===== src/rtl/cas_upload_reader.sv =====
// Tape (CAS) buffer upload reader: walks the tape buffer through a req/ack read port and
// keeps the next byte prefetched on ioctl_din_o for the host's next ioctl_rd_i strobe.
module cas_upload_reader #(
    parameter int unsigned     AW           = 16,
    parameter logic [AW-1:0]   BASE_ADDR    = '0,
    parameter logic [7:0]      UPLOAD_INDEX = 8'd2,
    parameter logic [7:0]      PAD_BYTE     = 8'h00
) (
    input  logic          clk_i,
    input  logic          reset_n_i,
    input  logic          ioctl_upload_i,
    input  logic [7:0]    ioctl_index_i,
    input  logic          ioctl_rd_i,
    output logic [7:0]    ioctl_din_o,
    input  logic [15:0]   len_i,
    output logic          mem_req_o,
    output logic [AW-1:0] mem_addr_o,
    input  logic          mem_ack_i,
    input  logic [7:0]    mem_data_i,
    output logic          ready_o,
    output logic          done_o,
    output logic          overrun_o
);

    typedef enum logic [1:0] {
        ST_IDLE,
        ST_FETCH,
        ST_READY,
        ST_ABORT
    } state_t;

    state_t      state_reg, state_next;
    logic [15:0] off_reg, off_next;
    logic [15:0] len_reg, len_next;
    logic [7:0]  din_reg, din_next;
    logic        ready_reg, ready_next;
    logic        done_reg, done_next;
    logic        overrun_reg, overrun_next;
    logic        pending_reg, pending_next;

    logic          active;
    logic          mem_req;
    logic          do_adv;
    logic [16:0]   off_inc;
    logic [15:0]   off_sat;
    logic          more_bytes;
    logic          at_end;
    logic [AW-1:0] addr_sum;

    assign active     = ioctl_upload_i && (ioctl_index_i == UPLOAD_INDEX);

    // 17-bit increment so offset 16'hFFFF neither wraps nor fakes a match against len
    assign off_inc    = {1'b0, off_reg} + 17'd1;
    assign off_sat    = off_inc[16] ? 16'hFFFF : off_inc[15:0];
    assign more_bytes = off_inc < {1'b0, len_reg};
    assign at_end     = off_inc == {1'b0, len_reg};

    assign addr_sum   = BASE_ADDR + AW'(off_reg);

    always_comb begin
        state_next   = state_reg;
        off_next     = off_reg;
        len_next     = len_reg;
        din_next     = din_reg;
        ready_next   = ready_reg;
        done_next    = 1'b0;
        overrun_next = overrun_reg;
        pending_next = pending_reg;
        mem_req      = 1'b0;
        do_adv       = 1'b0;

        case (state_reg)
            ST_IDLE: begin
                ready_next = 1'b0;
                if (active) begin
                    len_next     = len_i;
                    off_next     = 16'd0;
                    overrun_next = 1'b0;
                    pending_next = 1'b0;
                    if (len_i == 16'd0) begin
                        din_next   = PAD_BYTE;
                        ready_next = 1'b1;
                        done_next  = 1'b1;
                        state_next = ST_READY;
                    end else begin
                        state_next = ST_FETCH;
                    end
                end
            end

            ST_FETCH: begin
                mem_req    = 1'b1;
                ready_next = 1'b0;
                if (!active) begin
                    // An outstanding request must still see its ack before we go idle
                    pending_next = 1'b0;
                    state_next   = mem_ack_i ? ST_IDLE : ST_ABORT;
                end else if (mem_ack_i) begin
                    din_next     = mem_data_i;
                    pending_next = 1'b0;
                    if (pending_reg || ioctl_rd_i) begin
                        overrun_next = overrun_reg | (pending_reg & ioctl_rd_i);
                        do_adv       = 1'b1;
                    end else begin
                        ready_next = 1'b1;
                        state_next = ST_READY;
                    end
                end else if (ioctl_rd_i) begin
                    if (pending_reg) begin
                        overrun_next = 1'b1;
                    end else begin
                        pending_next = 1'b1;
                    end
                end
            end

            ST_READY: begin
                if (!active) begin
                    ready_next = 1'b0;
                    state_next = ST_IDLE;
                end else if (ioctl_rd_i) begin
                    do_adv = 1'b1;
                end
            end

            ST_ABORT: begin
                mem_req    = 1'b1;
                ready_next = 1'b0;
                if (mem_ack_i) begin
                    state_next = ST_IDLE;
                end
            end

            default: begin
                state_next = ST_IDLE;
            end
        endcase

        // Step to the next offset: fetch while inside the tape, pad once past its end
        if (do_adv) begin
            off_next = off_sat;
            if (more_bytes) begin
                ready_next = 1'b0;
                state_next = ST_FETCH;
            end else begin
                din_next   = PAD_BYTE;
                ready_next = 1'b1;
                done_next  = at_end;
                state_next = ST_READY;
            end
        end
    end

    always_ff @(posedge clk_i or negedge reset_n_i) begin
        if (!reset_n_i) begin
            state_reg   <= ST_IDLE;
            off_reg     <= 16'd0;
            len_reg     <= 16'd0;
            din_reg     <= 8'h00;
            ready_reg   <= 1'b0;
            done_reg    <= 1'b0;
            overrun_reg <= 1'b0;
            pending_reg <= 1'b0;
        end else begin
            state_reg   <= state_next;
            off_reg     <= off_next;
            len_reg     <= len_next;
            din_reg     <= din_next;
            ready_reg   <= ready_next;
            done_reg    <= done_next;
            overrun_reg <= overrun_next;
            pending_reg <= pending_next;
        end
    end

    assign mem_req_o   = mem_req;
    assign mem_addr_o  = mem_req ? addr_sum : '0;
    assign ioctl_din_o = din_reg;
    assign ready_o     = ready_reg;
    assign done_o      = done_reg;
    assign overrun_o   = overrun_reg;

endmodule


===== config.mk =====
export PLATFORM = sky130hd
export DESIGN_NAME = cas_upload_reader
export DESIGN_NICKNAME = d
export VERILOG_FILES = /design/src/rtl/cas_upload_reader.sv
export SDC_FILE = /design/constraint.sdc
export NUM_CORES = 1
export LEC_CHECK = 0
export CAP_MARGIN = 25
export CORE_ASPECT_RATIO = 0.9
export CORE_UTILIZATION = 33
export DETAILED_ROUTE_END_ITERATION = 10
export PLACE_DENSITY = 0.64
export SETUP_SLACK_MARGIN = 0.15
export SYNTH_ARGS = -nofsm -noshare
export SYNTH_HDL_FRONTEND = slang
export SYNTH_SLANG_ARGS = --single-unit

===== constraint.sdc =====
create_clock -name clk_i -period 8.83 [get_ports clk_i]
set_input_delay 1.766 -clock clk_i [delete_from_list [all_inputs] [get_ports clk_i]]
set_output_delay 1.766 -clock clk_i [all_outputs]
set_load 0.005 [all_outputs]

==> flow_summary.yaml <==
outcome:
  status: "finished, final reports clean"
clock_tree:
  htreeDepth: 2
  cts_buffers: 5
  clkSinkCount: 46
  cts_tree: "yes"
  cts_resized: 0
  clock_latency_ns: 0.30
  clkTransAtPathRegs_ns: 0.08
  cts_hold_buf: 0
  cts_setup_buffers: 0
  clock_path_buffers: 2
  cts_root_buffer: "clkbuf_8"
drt:
  vias: 2517
  viasPerCell: 5.15
  drt_iter0_drc: 72
  ant_nets: 0
  wl_met1_um: 3270
  drt_wl_total_um: 7130
  wl_met2_um: 3500
  wl_per_cell_um: 14.6
  routed.top_layer: "met4"
  drc: 0
  wl_met3_um: 318
  firstDrtPassIters: 4
die:
  io_pins: 65
  coreArea_mm2: 0.00873
  dieHeight_um: 92.7
  initial_utilization: 0.346
  die_x_um: 103
  fp-row-count: 32
  dieArea_mm2: 0.00953
place:
  portBuffers: 64
  dp_hpwl_um: 5480
  gp_congestion: 0.794
logic_synthesis:
  synth_edf_count: 0
  synth_common_cells: "dfrtp_1, inv_1, a21oi_1, ha_1, nor2_1"
  synth-simple-area-share: 0.207
  yosys_warnings: 0
  synth_area_leaders: "dfrtp_1, ha_1, mux2_2"
  muxShareOfSynthArea: 0.0630
  yosys.area.top_type: "dfrtp_1"
  synth_seq_cells: 46
  ys_seq_area_frac: 0.382
  ys_async_sr_fraction: 1.00
  synth_most_common_cell: "dfrtp_1"
  synthXorXnorAreaFrac: 0.0456
  synth_fa_ha_area_frac: 0.0871
  synth-main-ff-cell: "dfrtp_1"
  synthCells: 311
  synth_compound_area_frac: 0.156
  postSynthAreaPerCell_um2: 9.70
  synth_cell_types: 61
  yosysTopAreaCellShare: 0.382
  synth_top_family_by_area: "simple AND/OR/NAND/NOR gates"
  syn_area_mm2: 0.00302
  synth_fp_nets: 369
timing:
  final.setup.tns_ns: 0
  period_minus_slack_ns: 3.95
  rsz0062_at_grt: "false"
  fmax_mhz: 253
  finalHoldViolations: 0
  finalMaxSlewViolations: 0
  min_period_over_period: 0.448
  finalSetupViolations: 0
  slew_headroom: 0.600
  hold_ws_ns: 0.513
  finClkSkew_ns: 0.00628
  worst_slew_pin_slew_ns: 0.597
final_layout:
  num-nets-final: 427
  seq_area_mm2: 0.00115
  layout-drive-gt1-share: 0.132
  syn_to_final_growth_pct: 28.1
  multi_input_area_mm2: 0.00169
  insertedDiodeCount: 0
  num-fill-cells: 885
power_and_ir_drop:
  power_per_cell_area_mw_per_mm2: 144
  ir_drop_uv: 88.9
  p_leak_uw: 0.00171
grt:
  grt_use_total: 0.160
  antenna_found_initial: 0
  grt_pass1_vias: 2464
  grt_pass1_wl_um: 11900
  grt_max_degree: 47
  grt_overflow_total: 0
setup_path:
  path_max_fanout: 14
  r2r_start: "off_reg[0]$_DFFE_PN0P_"
  cpPeakStageDelay_ns: 0.63
  worstReg2RegEnd: "done_o$_DFF_PN0_"
  start_kind: "input port"
  cp.arrival_ns: 4.18
  path_cells: "clkdlybuf4s50_1, nor4_2, nand4b_1, nor2_2, and2_2, mux2i_1"
  end_kind: "flip-flop"
  path_class: "in2reg"
  reg2regPathDepth: 11
  rrSetupSlack_ns: 5.44
  crit_required_ns: 9.05
  crit_path_top_delay_cell: "nor2_2"
min_path:
  min_from: "len_reg[1]$_DFFE_PN0P_"
  min_delay_path_depth: 1
  min_to: "len_reg[1]$_DFFE_PN0P_"
  min_path_type: "reg2reg"
flow_run:
  drv_cap: 0
[worst max-delay path by stage]
stage          cells after the start                     start                to  slack [ns]
2_1_floorplan                      5  state_reg[1]$_DFFE_PN0P_    mem_addr_o[10]        5.65
3_3_place_gp                       6          ioctl_index_i[2]  done_o$_DFF_PN0_        4.68
3_5_place_dp                       6          ioctl_index_i[2]  done_o$_DFF_PN0_        4.55
4_1_cts                            6          ioctl_index_i[2]  done_o$_DFF_PN0_        4.88
5_1_grt                            6          ioctl_index_i[2]  done_o$_DFF_PN0_        4.67
6_report                           6          ioctl_index_i[2]  done_o$_DFF_PN0_        4.88
[area by class of cell]
cell class	count	share of cell area
repair buffers	67	0.175
well taps	119	0.0385
clock inverters	3	0.0113
inverters	24	0.0233
flip-flops and latches	46	0.298
multi-input cells	225	0.437
clock buffers	5	0.0178
[layout by cell type, fill, tap and decap left out, types with 3 or more instances in the layout]
cell type        count
nand4_1              4
dfrtp_1             46
and3_1               4
clkbuf_8             5
nand2b_1             3
ha_1                21
nand2_1             20
nor2_2               3
nor3_2               3
nor3_1               3
inv_1               24
o21ai_0              8
a22oi_1              7
nand3_2              3
xor2_1               8
nand3_1              7
clkdlybuf4s50_1     63
a21oi_1             21
nor2b_1             16
nor2_1              21
nor4_1               4
mux2_2              16
xnor2_1              4
a311oi_1             8
[power breakdown]
part           switching (µW)  internal, µW  leakage, µW
clock network            72.1          84.8    0.0000585
logic                    87.4          79.8      0.00102
registers                11.1           222     0.000633
total                     171           387      0.00171
[metal layers]
metal	vias to the layer above	GRT usage
li1	1225	-
met1	1228	0.208
met2	59	0.274
met3	5	0.0309
met4	0	0.0317
met5	-	0
[cell families after synthesis]
| family | count (synthesis) |
|---|---|
| compound gates | 66 |
| xor+xnor | 14 |
| fa+ha+maj | 21 |
| buf+inv | 40 |
| flops | 46 |
| mux | 17 |
| simple gates | 107 |
[worst max-delay path, delay by kind of cell]
family	cells	cell delay, ns
and+or+nand+nor	4	1.77
buffers and inverters	1	0.41
muxes	1	0.22
[stage by stage]
step           instance area, µm²  power [µW]   util  setup WS [ns]  std cells
2_1_floorplan                3020         331      -           5.65        311
4_1_cts                      3840         564  0.440           4.88        488
6_report                     3860         557  0.443           4.88        489
3_3_place_gp                 3720         391  0.426           4.68        479
5_1_grt                      3860         594  0.443           4.67        489
3_5_place_dp                 3730         404  0.427           4.55        480
Note: power is estimated with default switching activity, not from simulation.
